--- config.mk ---
export PLATFORM = sky130hd
export DESIGN_NAME = sparc_exu_thrreq_q
export DESIGN_NICKNAME = d
export VERILOG_FILES = /design/src/rtl/sparc_exu_thrq_pkg.sv /design/src/rtl/sparc_exu_thrq_fifo.sv /design/src/rtl/sparc_exu_thrreq_q.sv
export SDC_FILE = /design/constraint.sdc
export NUM_CORES = 1
export LEC_CHECK = 0
export CAP_MARGIN = 20
export CORE_ASPECT_RATIO = 1.4
export CORE_MARGIN = 4
export CORE_UTILIZATION = 45
export CTS_BUF_LIST = sky130_fd_sc_hd__clkbuf_2 sky130_fd_sc_hd__clkbuf_4 sky130_fd_sc_hd__clkbuf_8
export DETAILED_ROUTE_END_ITERATION = 7
export HOLD_SLACK_MARGIN = 0.05
export PLACE_DENSITY = 0.69
export SETUP_SLACK_MARGIN = 0.3
export SLEW_MARGIN = 40
export SYNTH_ARGS = -nofsm -noshare
export SYNTH_HDL_FRONTEND = slang
export SYNTH_HIERARCHICAL = 1
export SYNTH_SLANG_ARGS = --single-unit
--- constraint.sdc ---
create_clock -name clk_i -period 4.6 [get_ports clk_i]
set_input_delay 1.38 -clock clk_i [delete_from_list [all_inputs] [get_ports clk_i]]
set_output_delay 1.38 -clock clk_i [all_outputs]
set_load 0.05 [all_outputs]
--- src/rtl/sparc_exu_thrq_pkg.sv ---
// Shared types and helpers for the EXU per-thread request queue.
package sparc_exu_thrq_pkg;

  localparam int unsigned NTHR  = 4;
  localparam int unsigned TID_W = 2;

  typedef logic [NTHR-1:0] thr_vec_t;

  // Pure OR-encoder; the result is only meaningful for a one-hot input.
  function automatic logic [TID_W-1:0] onehot_enc(thr_vec_t v);
    logic [TID_W-1:0] r;
    r = '0;
    for (int i = 0; i < NTHR; i++) begin
      if (v[i]) r = r | TID_W'(i);
    end
    return r;
  endfunction

endpackage

--- src/rtl/sparc_exu_thrq_fifo.sv ---
// Single-thread request FIFO with synchronous flush; full/empty derive from an occupancy count.
module sparc_exu_thrq_fifo #(
  parameter int unsigned DATA_W = 64,
  parameter int unsigned DEPTH  = 2
) (
  input  logic              clk_i,
  input  logic              arst_ni,
  input  logic              push_i,
  input  logic [DATA_W-1:0] data_i,
  input  logic              pop_i,
  input  logic              flush_i,
  output logic              full_o,
  output logic              empty_o,
  output logic [DATA_W-1:0] head_o
);

  localparam int unsigned PTR_W = (DEPTH > 1) ? $clog2(DEPTH) : 1;
  localparam int unsigned OCC_W = PTR_W + 1;

  logic [PTR_W-1:0]  wr_ptr_q, wr_ptr_d, rd_ptr_q, rd_ptr_d;
  logic [OCC_W-1:0]  cnt_q, cnt_d;
  logic [DATA_W-1:0] mem_q [DEPTH];
  logic              push_ok, pop_ok;

  assign full_o  = (cnt_q == OCC_W'(DEPTH));
  assign empty_o = (cnt_q == '0);
  assign head_o  = mem_q[rd_ptr_q];

  // A full queue refuses the push even when it pops in the same cycle.
  assign push_ok = push_i & ~full_o & ~flush_i;
  assign pop_ok  = pop_i & ~empty_o & ~flush_i;

  always_comb begin
    wr_ptr_d = wr_ptr_q;
    rd_ptr_d = rd_ptr_q;
    cnt_d    = cnt_q;
    if (flush_i) begin
      wr_ptr_d = '0;
      rd_ptr_d = '0;
      cnt_d    = '0;
    end else begin
      if (push_ok) wr_ptr_d = wr_ptr_q + PTR_W'(1);
      if (pop_ok)  rd_ptr_d = rd_ptr_q + PTR_W'(1);
      if (push_ok && !pop_ok)      cnt_d = cnt_q + OCC_W'(1);
      else if (!push_ok && pop_ok) cnt_d = cnt_q - OCC_W'(1);
    end
  end

  always_ff @(posedge clk_i or negedge arst_ni) begin
    if (!arst_ni) begin
      wr_ptr_q <= '0;
      rd_ptr_q <= '0;
      cnt_q    <= '0;
      for (int i = 0; i < DEPTH; i++) mem_q[i] <= '0;
    end else begin
      wr_ptr_q <= wr_ptr_d;
      rd_ptr_q <= rd_ptr_d;
      cnt_q    <= cnt_d;
      if (push_ok) mem_q[wr_ptr_q] <= data_i;
    end
  end

endmodule

--- src/rtl/sparc_exu_thrreq_q.sv ---
// Per-thread request queues feeding the EXU round-robin arbiter and the shared issue port.
// Optional per-thread stall counters are built when SPARC_EXU_THRQ_PERF_EN is defined.
module sparc_exu_thrreq_q
  import sparc_exu_thrq_pkg::*;
#(
  parameter int unsigned DATA_W = 64,
  parameter int unsigned DEPTH  = 2,
  parameter int unsigned CNT_W  = 16
) (
  input  logic                   clk_i,
  input  logic                   arst_ni,
  input  logic [NTHR-1:0]        enq_vld_i,
  input  logic [NTHR*DATA_W-1:0] enq_data_i,
  output logic [NTHR-1:0]        enq_rdy_o,
  input  logic [NTHR-1:0]        flush_i,
  output logic [NTHR-1:0]        req_vec_o,
  input  logic [NTHR-1:0]        grant_vec_i,
  output logic                   advance_o,
  output logic                   iss_vld_o,
  output logic [TID_W-1:0]       iss_tid_o,
  output logic [DATA_W-1:0]      iss_data_o,
  input  logic                   iss_rdy_i,
  output logic [NTHR*CNT_W-1:0]  stall_cnt_o
);

  thr_vec_t          full, empty, hit, pop;
  logic [DATA_W-1:0] head [NTHR];
  logic              hit_onehot;

  for (genvar t = 0; t < NTHR; t++) begin : g_thr
    sparc_exu_thrq_fifo #(
      .DATA_W (DATA_W),
      .DEPTH  (DEPTH)
    ) u_fifo (
      .clk_i   (clk_i),
      .arst_ni (arst_ni),
      .push_i  (enq_vld_i[t]),
      .data_i  (enq_data_i[t*DATA_W +: DATA_W]),
      .pop_i   (pop[t]),
      .flush_i (flush_i[t]),
      .full_o  (full[t]),
      .empty_o (empty[t]),
      .head_o  (head[t])
    );
  end

  assign enq_rdy_o = ~full;
  assign req_vec_o = ~empty & ~flush_i;

  // The arbiter parks grant on thread 0 when idle, so grant is qualified by request.
  assign hit        = grant_vec_i & req_vec_o;
  assign hit_onehot = ((hit & (hit - thr_vec_t'(1))) == '0);
  assign iss_vld_o  = (hit != '0) && hit_onehot;
  assign iss_tid_o  = onehot_enc(hit);
  assign iss_data_o = head[iss_tid_o];
  assign advance_o  = iss_vld_o & iss_rdy_i;
  assign pop        = advance_o ? hit : '0;

  always_ff @(posedge clk_i) begin
    if (arst_ni) begin
      assert (hit_onehot) else $error("sparc_exu_thrreq_q: multi-bit grant hit %b", hit);
    end
  end

`ifdef SPARC_EXU_THRQ_PERF_EN
  logic [CNT_W-1:0] stall_q [NTHR];
  logic [CNT_W-1:0] stall_d [NTHR];

  always_comb begin
    stall_cnt_o = '0;
    for (int t = 0; t < NTHR; t++) begin
      stall_d[t] = stall_q[t];
      if (req_vec_o[t] && !pop[t] && !(&stall_q[t])) stall_d[t] = stall_q[t] + CNT_W'(1);
      stall_cnt_o[t*CNT_W +: CNT_W] = stall_q[t];
    end
  end

  always_ff @(posedge clk_i or negedge arst_ni) begin
    if (!arst_ni) begin
      for (int t = 0; t < NTHR; t++) stall_q[t] <= '0;
    end else begin
      for (int t = 0; t < NTHR; t++) stall_q[t] <= stall_d[t];
    end
  end
`else
  assign stall_cnt_o = '0;
`endif

endmodule

# Yosys cells after proc, flatten, opt, wreduce, memory -nomap -nowiden
# Index checks and enable logic that the tools add are counted.
[totals]
inputBits = 271
elab_cells = 196
mem_count = 0
latch_bits = 0
ff_bits = 528
rom_bits = 0
ram_bits = 0
[classes]
div = 0
n_lt_le_gt_ge = 13
mux = 59
n_addsub = 17
shift = 0
mul = 0
bitwise_logic = 44
eq_ne = 4
reduce_logical = 39
[ops]
columns = ["operator", "n"]
rows = [
  ["two-way mux 64 bit", 18],
  ["bitwise mux 128 bit", 4],
  ["demux 64 bit (select 1 bit)", 4],
  ["binary-select mux 64 bit (select 2 bit)", 1],
  ["two-way mux 2 bit", 14],
  ["bitwise AND 1 bit", 17],
  ["two-way mux 1 bit", 17],
  [">= comparator 2 bit (second input constant)", 8],
  ["NOT 1 -> 2 bit", 8],
  ["nonzero test 2 bit", 8],
  ["logical AND 1 bit", 13],
  ["bitwise AND 4 bit", 3],
  ["NOT 1 bit", 12],
  ["NOT 4 bit", 3],
  ["nonzero test 3 bit", 4],
  ["adder 1 bit (second input constant)", 8],
  ["adder 2 x 1 -> 2 bit (second input constant)", 4],
  ["equality test 2 bit (second input constant)", 4],
  ["zero test 1 bit", 8],
  ["zero test 2 bit", 4],
  ["less-than comparator 2 x 1 -> 1 bit (second input constant)", 4],
  ["subtractor 2 x 1 -> 2 bit (second input constant)", 4],
  ["zero test 4 bit", 1],
  ["two-way mux 4 bit", 1],
  ["4 further kinds", 4],
]

# Depth between registers and ports, before layout
[logic_depth]
depth_word = 16
mapped_depth = 11
depth_no_buf = 7

# By module
# Netlist, hierarchy kept.
[by_module_without_submodules]
columns = ["mod", "seq_area_each_um2", "cells_each", "n_inst", "area_per_inst_um2"]
rows = [
  ["sparc_exu_thrq_fifo", 3303.2, 365, 4, 5738.0],
  ["sparc_exu_thrreq_q", 0.0, 378, 1, 2611.3],
]

# Least setup slack after synthesis
# OpenSTA, ideal clock, no wires.
[synth_path]
path_type = "input to output"
start = "in flush_i[3]"
end = "out iss_data_o[55]"
stages = 8
t_arrival_ns = 3.722
required_ns = 3.220
path_slack_ns = -0.502
path_cell_list = "or3b_1 -> buf_2 -> nand2b_2 -> buf_6 -> buf_12 -> buf_12 -> mux2i_1 -> a222oi_1"
[synth_via]
elab_chain_len = 8
[synth_lines]
columns = ["item", "line_no", "text"]
rows = [
  ["start, declared", "sparc_exu_thrreq_q.sv:15", "input logic [NTHR-1:0] flush_i,"],
  ["NOT 4 bit", "sparc_exu_thrreq_q.sv:48", "assign req_vec_o = ~empty & ~flush_i;"],
  ["bitwise AND 4 bit", "sparc_exu_thrreq_q.sv:48", ""],
  ["bitwise AND 4 bit", "sparc_exu_thrreq_q.sv:51", "assign hit = grant_vec_i & req_vec_o;"],
  ["two-way mux 2 bit", "sparc_exu_thrq_pkg.sv:14", "if (v[i]) r = r | TID_W'(i);"],
  ["named net iss_tid_o[1]", "sparc_exu_thrreq_q.sv:20", "output logic [TID_W-1:0] iss_tid_o,"],
  ["NOT 2 -> 3 bit (implied by the code)", "sparc_exu_thrreq_q.sv:55", "assign iss_data_o = head[iss_tid_o];"],
  ["binary-select mux 64 bit (select 2 bit)", "sparc_exu_thrreq_q.sv:55", ""],
  ["two-way mux 64 bit (implied by the code) (2 in a row)", "sparc_exu_thrreq_q.sv:55", ""],
  ["end, declared", "sparc_exu_thrreq_q.sv:21", "output logic [DATA_W-1:0] iss_data_o,"],
]
# The timed path passes the listed nets, and every way through them passes these cells. The select of a mux whose other input is x is not followed.

# Worst setup path after layout
[layout_path]
start = "in flush_i[3]"
end = "out iss_data_o[17]"
[layout_via]
elab_chain_len = 8
[layout_lines]
columns = ["item", "line_no"]
rows = [
  ["NOT 4 bit", "sparc_exu_thrreq_q.sv:48"],
  ["bitwise AND 4 bit", "sparc_exu_thrreq_q.sv:48"],
  ["bitwise AND 4 bit", "sparc_exu_thrreq_q.sv:51"],
  ["two-way mux 2 bit", "sparc_exu_thrq_pkg.sv:14"],
  ["NOT 2 -> 3 bit (implied by the code)", "sparc_exu_thrreq_q.sv:55"],
  ["binary-select mux 64 bit (select 2 bit)", "sparc_exu_thrreq_q.sv:55"],
  ["two-way mux 64 bit (implied by the code) (2 in a row)", "sparc_exu_thrreq_q.sv:55"],
]
# No other way between the ends. The select of a mux whose other input is x is not followed.

==> out/qor.tcl <==
set qor(run_status) {complete, no violations}
set qor(yosysTopAreaCellShare_pct) 51.69
set qor(worst_setup_path_end_kind) {output pin}
set qor(path_max_fanout) 6
set qor(syn-instance-count) 1838
set qor(cpMostUsedCell) {sky130_fd_sc_hd__buf_6}
set qor(rsz0062_at_grt) {yes}
set qor(synth.largest_area_cell) {sky130_fd_sc_hd__dfrtp_1}
set qor(power_frac_comb_pct) 32.3
set qor(fin_skew_ps) 27.48
set qor(power_leakage_nw) 14.72
set qor(route.antenna.remaining_nets) 0
set qor(place.gp.congestion) 0.7975
set qor(globalRouteMet2Util_pct) 41.17
set qor(intPower_mw) 11.12
set qor(cts.path.max_buffers) 3
set qor(required_ps) 3220
set qor(synth_edf_count) 0
set qor(grt_pass1_wl_mm) 111.4
set qor(maxSlewViolCount) 0
set qor(syn_avg_cell_area_um2) 13.91
set qor(initial_antenna_violation_count) 29
set qor(io_buffer_count) 346
set qor(core_area_mm2) 0.05632
set qor(vdd.ir_drop.worst_mv) 0.3414
set qor(total_power_mw) 15.79
set qor(synth_async_sr_flop_share_pct) 100.0
set qor(number_of_global_route_vias_before_repair) 18709
set qor(power_frac_seq_pct) 41.2
set qor(synth_flop_cell) {sky130_fd_sc_hd__dfrtp_1}
set qor(setup_slack_ps) 4.714
set qor(finalWirelength_mm) 73.80
set qor(grt_use_total_pct) 23.83
set qor(worst_pin_slew_ps) 678.5
set qor(global_route.usage.met1_pct) 28.71
set qor(synth-seq-area-share_pct) 51.69
set qor(die_h_um) 290.0
set qor(via_per_inst) 5.331
set qor(share_clk_of_total_power_pct) 26.5
set qor(critPathKind) {input pin to output pin}
set qor(crit_path_start_kind) {input pin}
set qor(syn-cell-area_mm2) 0.02556
set qor(ordered_cell_list_for_the_critical_path) {buf_6 -> or3b_4 -> buf_6 -> nand2b_4 -> nor2_4 -> buf_12 -> buf_16 -> a222oi_1 -> bufbuf_16}
set qor(place_inst) 2931
set qor(per_cell_routed_wire_length_um) 23.52
set qor(dieArea_mm2) 0.06074
set qor(synth_seq_cells) 528
set qor(globalRouteMet3Util_pct) 4.293
set qor(arrival_ps) 3220
set qor(detailed_place_hpwl_mm) 47.91
set qor(timing.critical_path.slowest_stage_cell) {sky130_fd_sc_hd__or3b_4}
set qor(class_of_the_most_critical_hold_timing_path) {flip-flop to flip-flop}
set qor(hold_violations) 0
set qor(fin_cells) 3138
set qor(most-common-layout-cells) {sky130_fd_sc_hd__mux2_2 (748), sky130_fd_sc_hd__dfrtp_1 (524), sky130_fd_sc_hd__clkdlybuf4s50_1 (265), sky130_fd_sc_hd__inv_1 (140), sky130_fd_sc_hd__clkbuf_8 (106)}
set qor(die_x_um) 209.4
set qor(worst_skew_pair.late_latency_ps) 680
set qor(cts.sinks) 528
set qor(swShare_pct) 29.59
set qor(design.final.nets) 2586
set qor(grt.overflow.total) 0
set qor(p_sw_mw) 4.674
set qor(clock-root-buffer) {sky130_fd_sc_hd__clkbuf_8}
set qor(post-route-period-util_pct) 99.90
set qor(floorplan.rows) 103
set qor(dr.first_iter.drc_count) 956
set qor(r2r_cells) 11
set qor(vias) 16728
set qor(critical-path-max-stage-delay_ps) 400
set qor(grt_most_used_layer) {met2}
set qor(yosys-top-cells-area) {sky130_fd_sc_hd__dfrtp_1 (52%), sky130_fd_sc_hd__mux2_2 (33%), sky130_fd_sc_hd__mux2i_1 (2.7%)}
set qor(timing.slew.headroom_pct) 54.63
set qor(clock.fmax_mhz) 217.6
set qor(yosys.cell_types.count) 39
set qor(ff2ff_setup_slack_ps) 1810
set qor(setup_viol_count_final) 0
set qor(power_dens_cells_mw_per_mm2) 468.5
set qor(drc_violation_count_after_routing) 0
set qor(min_delay_path_depth) 1
set qor(drt_pre_antenna_iters) 5
set qor(cts.htree.levels) 3
set qor(layout_min_cycle_time_ps) 4595
set qor(maxCapViolCount) 0
set qor(boundaryPins) 411
set qor(area.growth.synth_to_final_pct) 31.88
set qor(grt_max_degree) 135
set qor(layout-drive-gt1-share_pct) 49.52
set qor(initial_core_util_pct) 45.39
set qor(mostFrequentLayoutCell) {sky130_fd_sc_hd__mux2_2}
set qor(cts_made_buffers) 84
set qor(post-place-ws_ps) -447.2
set qor(cts_tree) {built}
set qor(clk_pin_slew_ps) 60
set qor(yosys_warnings) 6
-- routing by layer --
layer | up-vias | wire length [µm]
li1 | 7426 | -
met1 | 8638 | 28850
met2 | 522 | 38360
met3 | 136 | 4005
met4 | 6 | 2537
met5 | - | 44
-- cell usage after synthesis (all sizes together) (2+ instances only) --
| master | number |
|---|---|
| a21o | 4 |
| a21oi | 16 |
| a222oi | 64 |
| buf | 128 |
| clkbuf | 44 |
| dfrtp | 528 |
| inv | 140 |
| mux2 | 768 |
| mux2i | 68 |
| nand2 | 4 |
| nand2b | 2 |
| nand3b | 4 |
| nand4b | 4 |
| nor2 | 14 |
| nor3 | 2 |
| nor3b | 6 |
| nor4 | 5 |
| o211ai | 4 |
| o21ai | 8 |
| or2 | 4 |
| or2b | 4 |
| or3 | 4 |
| or3b | 2 |
| xor2 | 4 |
-- kinds of logic after synthesis --
logic type | after synthesis | synth area share (%)
compound gates | 98 | 3.274
xor+xnor | 5 | 0.1713
other cells | 1 | 0.01467
flops | 528 | 51.69
buf+inv | 312 | 6.750
mux | 836 | 36.49
simple gates | 58 | 1.610
-- power groups by stage --
stage / logic [mW] / registers, mW / clock network [mW]
5_1_grt: 5.41 / 6.65 / 4.52
3_5_place_dp: 4.85 / 6.58 / 0
6_report: 5.10 / 6.51 / 4.19
2_1_floorplan: 2.99 / 6.36 / 0
4_1_cts: 5.07 / 6.50 / 4.31
3_3_place_gp: 4.74 / 6.46 / 0
-- metrics by stage --
step | utilization (%) | cell area, µm² | hold WS (ps) | setup TNS [ps]
finish | 59.86 | 33710 | 479.9 | 0
global route | 59.85 | 33710 | 495.6 | -361.4
CTS | 59.44 | 33470 | 485.2 | -11.46
detailed placement | 54.98 | 30960 | 472.0 | -18370
global placement | 54.98 | 30960 | 462.9 | -17450
floorplan | - | 25830 | 454.1 | -27630
-- worst max-delay path, delay by kind of cell --
| kind | cells | cell delay (ps) |
|---|---|---|
| buffers and inverters | 5 | 880 |
| AND/OR/NAND/NOR | 3 | 570 |
| AO/OA/AOI/OAI | 1 | 370 |
-- registers in the layout, summed over array words and instances (netlist names) --
name,flops
g_thr.u_fifo/mem_q,512
g_thr.u_fifo/cnt_q,8
g_thr.u_fifo/rd_ptr_q,4
g_thr.u_fifo/wr_ptr_q,4
-- area by class of cell --
| type | instances | area (µm²) |
|---|---|---|
| multi-input combinational | 1061 | 11090 |
| antenna | 26 | 65.06 |
| clock buffer | 138 | 1699 |
| sequential | 528 | 13230 |
| timing repair buffer | 500 | 6117 |
| inverter | 140 | 525.5 |
| clock inverter | 10 | 66.31 |
| tap | 735 | 919.6 |
| fill | 4363 | 22610 |
-- worst paths after layout --
check,from,to
min in group asynchronous,arst_ni,g_thr[3].u_fifo/mem_q[50]$_DFFE_PN0P_
setup reg to reg,g_thr[3].u_fifo/cnt_q[1]$_DFFE_PN0P_,g_thr[2].u_fifo/cnt_q[0]$_DFFE_PN0P_
hold reg to reg,g_thr[1].u_fifo/mem_q[123]$_DFFE_PN0P_,g_thr[1].u_fifo/mem_q[123]$_DFFE_PN0P_
setup / recovery,flush_i[3],iss_data_o[17]
hold / removal,g_thr[1].u_fifo/mem_q[123]$_DFFE_PN0P_,g_thr[1].u_fifo/mem_q[123]$_DFFE_PN0P_
max in group asynchronous,arst_ni,g_thr[2].u_fifo/mem_q[11]$_DFFE_PN0P_
-- what timing repair did --
action | CTS | global route
hold buffers | 0 | 0
pin swaps | 43 | 46
buffers inserted | 19 | 3
cloned | 9 | 1
endpoints found under the setup margin | 68 | 65
resized for setup | 78 | 24
Note: power is estimated with default switching activity, not from simulation.
